==> config.mk <==
export PLATFORM = sky130hd
export DESIGN_NAME = prio_encoder_reg
export DESIGN_NICKNAME = d
export VERILOG_FILES = /design/src/rtl/prio_enc_pkg.sv /design/src/rtl/prio_enc_comb.sv /design/src/rtl/prio_encoder_reg.sv
export SDC_FILE = /design/constraint.sdc
export NUM_CORES = 1
export LEC_CHECK = 0
export BUFFER_PORTS_ARGS = -buffer_cell sky130_fd_sc_hd__buf_2
export CORE_MARGIN = 1
export CORE_UTILIZATION = 30
export CTS_CLUSTER_DIAMETER = 120
export DETAILED_ROUTE_END_ITERATION = 6
export GPL_ROUTABILITY_DRIVEN = 0
export PLACE_DENSITY = 0.67
export SLEW_MARGIN = 15
export SYNTH_ARGS = -nofsm -noshare
export SYNTH_HDL_FRONTEND = slang
export SYNTH_SLANG_ARGS = --single-unit
==> constraint.sdc <==
create_clock -name clk -period 2.4 [get_ports clk]
set_input_delay 0.12 -clock clk [delete_from_list [all_inputs] [get_ports clk]]
set_output_delay 0.12 -clock clk [all_outputs]
set_load 0.1 [all_outputs]
==> src/rtl/prio_enc_pkg.sv <==
// rtl/prio_enc_pkg.sv - shared types, limits and width helper for the priority encoder
package prio_enc_pkg;

   // Widest request vector the encoder is sized for.
   localparam int MAX_N = 64;

   // Search direction for fixed-priority encoding.
   typedef enum logic {
      LSB_FIRST = 1'b0,
      MSB_FIRST = 1'b1
   } dir_e;

   // ceil(log2(n)), never below 1 so a 2-input encoder still has a 1-bit code.
   function automatic int clog2_safe(input int n);
      int r;
      r = 0;
      while ((1 << r) < n) r++;
      return (r < 1) ? 1 : r;
   endfunction

endpackage

==> src/rtl/prio_enc_comb.sv <==
// rtl/prio_enc_comb.sv - combinational priority encoder with rotatable start index
module prio_enc_comb
   import prio_enc_pkg::*;
#(
   parameter int   N   = 8,
   parameter dir_e DIR = LSB_FIRST,
   localparam int  W   = clog2_safe(N)
) (
   input  logic [N-1:0] req,
   input  logic [W-1:0] offset,
   output logic [W-1:0] code,
   output logic         any,
   output logic         multi
);

   // Walk the sources in priority order; first set bit wins.
   // LSB_FIRST searches upward from offset modulo N, MSB_FIRST searches down from N-1.
   always_comb begin
      logic         found;
      logic [W:0]   sum;
      logic [W-1:0] idx;
      code  = '0;
      found = 1'b0;
      sum   = '0;
      idx   = '0;
      for (int i = 0; i < N; i++) begin
         if (DIR == MSB_FIRST) begin
            idx = W'(N - 1 - i);
         end else begin
            sum = {1'b0, offset} + (W+1)'(i);
            if (sum >= (W+1)'(N)) sum = sum - (W+1)'(N);
            idx = sum[W-1:0];
         end
         if (!found && req[idx]) begin
            code  = idx;
            found = 1'b1;
         end
      end
   end

   // Clearing the lowest set bit leaves something only if two or more were set.
   always_comb begin
      any   = |req;
      multi = |(req & (req - N'(1)));
   end

endmodule

==> src/rtl/prio_encoder_reg.sv <==
// rtl/prio_encoder_reg.sv - registered N-input priority encoder with valid/ready handshake (option: PRIO_ENC_ROUND_ROBIN_EN)
module prio_encoder_reg #(
   parameter int  N         = 8,
   parameter int  MSB_FIRST = 0,
   localparam int W         = prio_enc_pkg::clog2_safe(N)
) (
   input  logic         clk,
   input  logic         rst,
   input  logic         in_valid,
   output logic         in_ready,
   input  logic [N-1:0] req,
   output logic         out_valid,
   input  logic         out_ready,
   output logic [W-1:0] code,
   output logic         any,
   output logic         multi,
   output logic         err_sticky
);

`ifdef PRIO_ENC_ROUND_ROBIN_EN
   // Rotating priority always searches upward from the pointer.
   localparam prio_enc_pkg::dir_e DIR = prio_enc_pkg::LSB_FIRST;
`else
   localparam prio_enc_pkg::dir_e DIR = (MSB_FIRST != 0) ? prio_enc_pkg::MSB_FIRST
                                                         : prio_enc_pkg::LSB_FIRST;
`endif

   logic         accept;
   logic [W-1:0] offset;
   logic [W-1:0] c_code;
   logic         c_any;
   logic         c_multi;

   // The output slot frees up in the same cycle it is drained.
   assign in_ready = !out_valid || out_ready;
   assign accept   = in_valid && in_ready;

   prio_enc_comb #(
      .N   (N),
      .DIR (DIR)
   ) u_comb (
      .req    (req),
      .offset (offset),
      .code   (c_code),
      .any    (c_any),
      .multi  (c_multi)
   );

`ifdef PRIO_ENC_ROUND_ROBIN_EN
   logic [W-1:0] ptr;

   assign offset = ptr;

   // Advance the pointer past the last winner; zero-hot vectors leave it alone.
   always_ff @(posedge clk or posedge rst) begin
      if (rst) begin
         ptr <= '0;
      end else if (accept && c_any) begin
         ptr <= (c_code == W'(N - 1)) ? '0 : c_code + W'(1);
      end
   end
`else
   assign offset = '0;
`endif

   // One-entry output register: load on accept, drop valid on drain, hold under stall.
   always_ff @(posedge clk or posedge rst) begin
      if (rst) begin
         out_valid  <= 1'b0;
         code       <= '0;
         any        <= 1'b0;
         multi      <= 1'b0;
         err_sticky <= 1'b0;
      end else begin
         if (accept) begin
            out_valid <= 1'b1;
            code      <= c_code;
            any       <= c_any;
            multi     <= c_multi;
            if (c_multi) err_sticky <= 1'b1;
         end else if (out_ready) begin
            out_valid <= 1'b0;
         end
      end
   end

endmodule

==> impl_metrics.json, run 1 <==
{
  "status": "finished clean",
  "clk_pin_slew_worst_paths_ns": 0.06,
  "synth_mux_area_frac": 0.0244,
  "critPathArrivalTime_ns": 1.15,
  "drtIter0Drc": 6,
  "combPwrFrac": 0.345,
  "grt_pass1_wl_um": 1520,
  "fillerInstances": 125,
  "clockRootBuffer": "clkbuf_4",
  "ys.flop_type": "dfrtp_1",
  "cp_cell_sequence": "nand2b_2 -> buf_2",
  "clockBufferDepth": 2,
  "critPathMaxStageDelay_ns": 0.42,
  "p_leak_nw": 0.247,
  "hpwl_um": 750,
  "numClockSinks": 7,
  "seq_area_um2": 175,
  "crit_type": "flip-flop to primary output",
  "synthAdderAreaFrac": 0.0244,
  "netlist.top_cell.by_area": "dfrtp_1",
  "ys_types": 22,
  "avgSynthCellArea_um2": 9.54,
  "drive_gt1_frac": 0.394,
  "grt_start_max_net_pins": 8,
  "htree_levels": 1,
  "track_usage": 0.157,
  "port_buffers": 19,
  "die_y_um": 39.0,
  "dr.pass1.iters": 4,
  "power_uw": 363,
  "p_sw_uw": 147,
  "slew_violations": 0,
  "critPathRequiredTime_ns": 2.28,
  "die-area_mm2": 0.00152,
  "cts_buffers": 3,
  "via_per_inst": 5.18,
  "grt_pass1_vias": 370,
  "r2r-end": "multi",
  "crit_fanout": 4,
  "critPathLaunch": "out_valid",
  "cts_tree": "yes",
  "post_drt_wl_per_cell_um": 11.5,
  "yosysSeqAreaShare": 0.427,
  "synth-edff-count": 0,
  "ir_worst_vdd_mv": 0.364,
  "synth_top_family_by_area": "compound AO/OA/AOI/OAI gates",
  "grt_antenna_before_repair": 0,
  "vias": 414,
  "synth_area_leaders": "dfrtp_1 43%, a2111oi_4 6.7%, a21oi_1 6.1%",
  "period_share": 0.530,
  "relSlewSlack": 0.678,
  "cts_setup_buffers": 0,
  "area_growth_pct": 36.0,
  "die_w_um": 39.0,
  "wl_um": 916,
  "core_mm2": 0.00119,
  "synth_xor_area_frac": 0,
  "r2r_setup_slack_ns": 1.25,
  "yosys.area.top_type_share": 0.427,
  "layout_min_cycle_time_ns": 1.27,
  "cellPowerDensity_mw_per_mm2": 651,
  "start_kind": "flip-flop",
  "start_util": 0.346,
  "fmax_ghz": 0.786,
  "r2r_start": "out_valid",
  "synth_area_um2": 410,
  "drc": 0,
  "synthCells": 43,
  "internal_power_uw": 216,
  "async_reset_ff_frac": 1.00,
  "p_sw_frac": 0.405,
  "setup_violations": 0,
  "max-cap-violations": 0,
  "synth_compound_area_frac": 0.253,
  "endpoint": "in_ready",
  "rsz0062_at_grt": "false",
  "num_io_pins": 20,
  "cp_slowest_cell": "buf_2",
  "cts_resized": 0,
  "end_kind": "primary output",
  "tightest_slew_ns": 0.487,
  "syn_nets": 55,
  "synth_seq_cells": 7,
  "timing.final.hold_violations": 0,
  "r2r_cells": 4,
  "nNetsFinal": 79,
  "synth_common_cells": "7 x dfrtp_1, 5 x a21oi_1, 5 x nor2_1",
  "yosysMostFrequentCell": "dfrtp_1",
  "ant_nets": 0,
  "antenna_cells": 0,
  "yosysWarnings": 0,
  "grt_overflow_total": 0,
  "finalSetupTns_ns": 0,
  "seqPwrFrac": 0.359,
  "multi_input_area_um2": 226,
  "skew_ns": 0.00721,
  "pwr-share-clk": 0.297,
  "clkLatencyLatePin_ns": 0.25,
  "rows": 12,
  "hold_path_class": "input pin to flip-flop",
  "synth-simple-area-share": 0.244
}
==> worst min-delay path by stage <==
stage,startpoint,to,slack [ns],cells past startpoint
finish,in_valid,out_valid,0.08,2
detailed placement,rst,out_valid,0.07,2
global placement,rst,out_valid,0.07,2
CTS,in_valid,out_valid,0.08,2
floorplan,rst,any,-0.08,1
global route,in_valid,out_valid,0.1,2
==> per-layer routing <==
metal	vias up	global-route usage	routed length, um
li1	208	-	-
met1	190	0.184	415
met2	14	0.225	424
met3	2	0.0867	66
met4	0	0.0776	10
met5	-	0	0
==> logic make-up after synthesis <==
logic type,Yosys count
and+or+nand+nor,18
muxes,1
adders and majority gates,1
buffers and inverters,3
DFF,7
AOI/OAI and AO/OA,13
==> stage by stage <==
stage / cell area [um^2] / hold WS, ns / worst slack (ns) / util / std cells
detailed placement: 522 / 0.0670 / 0.923 / 0.440 / 75
finish: 558 / 0.0837 / 1.13 / 0.470 / 80
global route: 558 / 0.0958 / 1.06 / 0.470 / 80
CTS: 558 / 0.0795 / 1.11 / 0.470 / 80
global placement: 522 / 0.0652 / 0.940 / 0.440 / 75
floorplan: 413 / -0.0766 / 0.0883 / - / 43
==> worst max-delay path: cells and delay by family, from the launching register on <==
family / cells / cell delay, ns
buffers and inverters: 1 / 0.42
AND/OR/NAND/NOR: 1 / 0.09
flip-flops: 1 / 0.38
==> layout make-up <==
class / count / share of cell area
well taps: 14 / 0.0314
inverters: 2 / 0.0135
multi-input cells: 33 / 0.406
flip-flops and latches: 7 / 0.314
clock buffers: 4 / 0.0471
repair buffers: 20 / 0.188
==> power groups by stage <==
stage,sequential (mW),clock [mW],combinational [mW]
after global routing,0.131,0.117,0.134
after floorplan,0.190,0,0.0348
after global placement,0.132,0,0.124
after detailed placement,0.132,0,0.125
after CTS,0.130,0.111,0.126
final,0.130,0.108,0.125
==> sequential cells by signal, summed over array words and instances (netlist names) <==
register / cells
out_valid: 1
multi: 1
any: 1
code: 3
err_sticky: 1
==> cell usage in the layout, fill, tap and decap left out, drive strengths merged, types with 2 or more instances in the layout <==
cell type / n
inv: 2
nor2: 5
a21oi: 5
o21ai: 2
nand2b: 3
clkbuf: 4
dfrtp: 7
nor4: 2
nand2: 4
buf: 19
==> what timing repair did <==
action | CTS | global route
hold buffers | 1 | 0
hold endpoints to repair | 7 | 0
endpoints found under the setup margin | 0 | 0
Power figures use the tool's default switching activity.
==> inputs of run 2 (changes only) <==
--- a/config.mk
+++ b/config.mk
@@ -11,7 +11,7 @@
 export CTS_CLUSTER_DIAMETER = 120
 export DETAILED_ROUTE_END_ITERATION = 6
 export GPL_ROUTABILITY_DRIVEN = 0
-export PLACE_DENSITY = 0.67
+export PLACE_DENSITY = 0.69
 export SLEW_MARGIN = 15
 export SYNTH_ARGS = -nofsm -noshare
 export SYNTH_HDL_FRONTEND = slang
==> constraint.sdc (replaced) <==
create_clock -name clk -period 1.1 [get_ports clk]
set_input_delay 0.055 -clock clk [delete_from_list [all_inputs] [get_ports clk]]
set_output_delay 0.055 -clock clk [all_outputs]
set_load 0.1 [all_outputs]
==> impl_metrics.json, run 2 (same netlist as run 1, synthesis figures left out) <==
{
  "setup_violations": 3,
  "p_leak_nw": 0.375,
  "clockRootBuffer": "clkbuf_4",
  "status": "complete, but fails checks",
  "antenna_cells": 0,
  "track_usage": 0.197,
  "htree_levels": 1,
  "rsz0062_at_grt": "true",
  "critPathRequiredTime_ns": 1.04,
  "clk_pin_slew_worst_paths_ns": 0.06,
  "grt_start_max_net_pins": 8,
  "drc": 0,
  "fmax_ghz": 0.855,
  "die_y_um": 39.0,
  "drtIter0Drc": 4,
  "timing.final.hold_violations": 0,
  "vias": 464,
  "die-area_mm2": 0.00152,
  "crit_type": "flip-flop to primary output",
  "wl_um": 1290,
  "dr.pass1.iters": 2,
  "relSlewSlack": 0.783,
  "whs_ns": 0.0557,
  "met1_usage": 0.219,
  "ant_nets": 0,
  "via_per_inst": 4.99,
  "grt_overflow_total": 0,
  "port_buffers": 19,
  "end_kind": "primary output",
  "violations": "negative setup slack",
  "cts_tree": "yes",
  "grtUsageMet3": 0.0925,
  "num_io_pins": 20,
  "largest_reg_flops": 3,
  "period_share": 1.06,
  "layout_min_cycle_time_ns": 1.17,
  "area_growth_pct": 103,
  "cts_buffers": 3,
  "dp_slack_ns": -0.316,
  "grt_pass1_vias": 447,
  "grt_antenna_before_repair": 0,
  "start_util": 0.346,
  "grt-busiest-layer": "met2",
  "final_cell_mix": "12 x buf_4, 11 x buf_2, 8 x buf_12",
  "numClockSinks": 7,
  "grt_pass1_wl_um": 1970,
  "ir_worst_vdd_mv": 0.673,
  "setup_ws_ns": -0.0691,
  "tightest_slew_ns": 0.322,
  "hold_path_class": "input pin to flip-flop",
  "slew_violations": 0,
  "skew_ns": 0.00857,
  "nNetsFinal": 92,
  "drive_gt1_frac": 0.608,
  "power_uw": 951,
  "grtUsageMet2": 0.338,
  "die_w_um": 39.0,
  "max-cap-violations": 0,
  "hpwl_um": 899,
  "core_mm2": 0.00119,
  "crit_fanout": 3,
  "final_common_cell": "buf_4",
  "clkLatencyLatePin_ns": 0.26,
  "start_kind": "flip-flop",
  "largest-register": "code",
  "critPathArrivalTime_ns": 1.11,
  "cellPowerDensity_mw_per_mm2": 1140,
  "utilization": 0.704,
  "clockBufferDepth": 2,
  "rows": 12,
  "fillerInstances": 86,
  "post_drt_wl_per_cell_um": 13.8
}
## run 2: changes by cell type in the layout (fill, tap and decap cells not counted), moves of 2 or more
cell,change
buf_4,+12
buf_2,-8
a21oi_1,-2
a21oi_2,+2
buf_12,+8
## run 2: per-stage QoR
stage | setup TNS, ns | cell area (um^2) | std cells
3_5_place_dp | -0.900 | 726 | 85
2_1_floorplan | -2.61 | 423 | 43
6_report | -0.130 | 835 | 93
3_3_place_gp | -0.720 | 726 | 85
5_1_grt | -0.379 | 835 | 93
4_1_cts | -0.134 | 787 | 90
## run 2: layout make-up
type	count	area (um^2)	share of cell area
clock buffer	4	26.3	0.0315
inverter	2	7.51	0.00900
multi-input combinational	33	278	0.333
sequential	7	179	0.214
tap	14	17.5	0.0210
timing repair buffer	33	327	0.391
## run 2: routing by layer
| layer | up-vias | wire, um |
|---|---|---|
| met1 | 219 | 505 |
| met5 | - | 0 |
| met2 | 12 | 707 |
| met4 | 0 | 13 |
| li1 | 230 | - |
| met3 | 3 | 58 |
## run 2: final timing paths
kind	depth (start not counted)	startpoint	slack, ns	to
max in group asynchronous	3	rst	0.59	out_valid
setup / recovery	3	out_valid	-0.07	in_ready
min in group asynchronous	3	rst	0.26	err_sticky
setup reg to reg	4	out_valid	-0.05	multi
hold / removal	2	in_valid	0.06	out_valid
hold reg to reg	2	code[1]	0.55	code[1]
## run 2: power by group
part           total, mW  internal, mW  switching, mW  leakage, nW
registers          0.295         0.276         0.0187       0.0759
logic              0.403         0.163          0.241        0.284
clock network      0.252         0.140          0.112       0.0150
## run 2: what timing repair did
action | in CTS | in global routing
setup endpoints to repair | 8 | 8
pin swaps | 4 | 2
cloned | 0 | 0
hold endpoints to repair | 7 | 0
setup buffers | 0 | 3
hold buffers | 1 | 0
resized for setup | 7 | 5
## run 2: critical path, cell delays in order, from the launching register on
cell      delay (ns)
dfrtp_4         0.49
nand2b_4        0.08
buf_6           0.12
buf_12          0.17
==> inputs of run 3 (changes only) <==
--- a/config.mk
+++ b/config.mk
@@ -6,12 +6,12 @@
 export NUM_CORES = 1
 export LEC_CHECK = 0
 export BUFFER_PORTS_ARGS = -buffer_cell sky130_fd_sc_hd__buf_2
-export CORE_MARGIN = 1
-export CORE_UTILIZATION = 30
+export CORE_AREA = 2 2 39 41
 export CTS_CLUSTER_DIAMETER = 120
 export DETAILED_ROUTE_END_ITERATION = 6
+export DIE_AREA = 0 0 41 43
 export GPL_ROUTABILITY_DRIVEN = 0
-export PLACE_DENSITY = 0.69
+export PLACE_DENSITY = 0.7
 export SLEW_MARGIN = 15
 export SYNTH_ARGS = -nofsm -noshare
 export SYNTH_HDL_FRONTEND = slang
==> impl_metrics.json, run 3 (same netlist as run 1, synthesis figures left out) <==
{
  "critPathArrivalTime_ns": 1.10,
  "rows": 14,
  "violations": "negative setup slack",
  "min_to": "out_valid",
  "hold_start": "in_valid",
  "whs_path_depth": 2,
  "crit_type": "flip-flop to primary output",
  "whs_ns": 0.0161,
  "final_cell_mix": "11 x buf_2, 8 x buf_12, 8 x buf_4",
  "cts_tree": "yes",
  "dr.pass1.iters": 4,
  "fillerInstances": 113,
  "timing.final.hold_violations": 0,
  "track_usage": 0.169,
  "max-cap-violations": 0,
  "relSlewSlack": 0.767,
  "port_buffers": 19,
  "start_util": 0.297,
  "tightest_slew_ns": 0.346,
  "ir_worst_vdd_mv": 0.715,
  "fmax_ghz": 0.865,
  "status": "complete, but fails checks",
  "critPathRequiredTime_ns": 1.04,
  "r2r-end": "multi",
  "multi_input_area_um2": 270,
  "grt_pass1_wl_um": 1880,
  "r2r_setup_slack_ns": -0.05,
  "slew_violations": 0,
  "crit_fanout": 3,
  "clk_pin_slew_worst_paths_ns": 0.06,
  "r2r_start": "out_valid",
  "hold_path_class": "input pin to flip-flop",
  "skew_ns": 0.00259,
  "grt_start_max_net_pins": 8,
  "die_w_um": 41,
  "r2r_cells": 4,
  "grt_pass1_vias": 479,
  "grt_overflow_total": 0,
  "cellPowerDensity_mw_per_mm2": 1150,
  "seq_area_um2": 179,
  "wl_um": 1210,
  "numClockSinks": 7,
  "nNetsFinal": 90,
  "cts_buffers": 3,
  "via_per_inst": 5.03,
  "setup_violations": 3,
  "hpwl_um": 893,
  "p_leak_nw": 0.364,
  "largest_reg_flops": 3,
  "drive_gt1_frac": 0.584,
  "grt_antenna_before_repair": 0,
  "vias": 468,
  "clockBufferDepth": 2,
  "post_drt_wl_per_cell_um": 13.0,
  "clockRootBuffer": "clkbuf_4",
  "setup_ws_ns": -0.0560,
  "final_common_cell": "buf_2",
  "ant_nets": 0,
  "end_kind": "primary output",
  "largest-register": "code",
  "rsz0062_at_grt": "true",
  "dp_slack_ns": -0.325,
  "drc": 0,
  "clkLatencyLatePin_ns": 0.27,
  "die-area_mm2": 0.00176,
  "die_y_um": 43,
  "period_share": 1.05,
  "num_io_pins": 20,
  "drtIter0Drc": 5,
  "area_growth_pct": 100,
  "start_kind": "flip-flop",
  "antenna_cells": 0,
  "htree_levels": 1,
  "core_mm2": 0.00138,
  "layout_min_cycle_time_ns": 1.16,
  "power_uw": 949
}
-- run 3: routing by layer --
metal / part of all wire / up-vias / global-route usage / wire (um)
li1: - / 225 / - / -
met1: 0.40 / 225 / 0.183 / 483
met2: 0.50 / 14 / 0.244 / 605
met3: 0.067 / 4 / 0.0785 / 81
met4: 0.031 / 0 / 0.120 / 37
met5: 0 / - / 0 / 0
-- run 3: report_power, final --
group | internal (mW) | total (mW) | switching [mW]
Clock | 0.140 | 0.257 | 0.117
Sequential | 0.276 | 0.296 | 0.0200
Combinational | 0.159 | 0.396 | 0.237
Total | 0.575 | 0.949 | 0.374
-- run 3: worst max-delay path by stage --
stage                   start          to
finish              out_valid    in_ready
global route        out_valid    in_ready
CTS                 out_valid    in_ready
detailed placement     req[2]  err_sticky
global placement       req[2]       multi
floorplan           out_valid       multi
-- run 3: cell type report --
| cell class | instances | share of cell area |
|---|---|---|
| inverter | 2 | 0.00913 |
| tap | 16 | 0.0244 |
| clock buffer | 4 | 0.0320 |
| sequential | 7 | 0.218 |
| multi-input combinational | 33 | 0.329 |
| timing repair buffer | 31 | 0.388 |
-- run 3: what timing repair did --
item / CTS / global route
pin swaps: 1 / 4
hold buffers: 1 / 0
hold endpoints to repair: 7 / 0
resized for setup: 6 / 6
setup endpoints to repair: 7 / 8
setup buffers: 1 / 0
-- run 3: critical path, stage by stage (launching register included) --
cell	delay (ns)
dfrtp_4	0.48
nand2b_4	0.08
buf_6	0.11
buf_12	0.16
-- run 3: stage by stage --
step | cell area [um^2] | cells | util | setup TNS [ns]
after floorplan | 423 | 43 | - | -2.61
after global routing | 822 | 93 | 0.594 | -0.236
after detailed placement | 728 | 87 | 0.526 | -0.940
final | 822 | 93 | 0.594 | -0.115
after global placement | 728 | 87 | 0.526 | -0.740
after CTS | 793 | 93 | 0.573 | -0.169
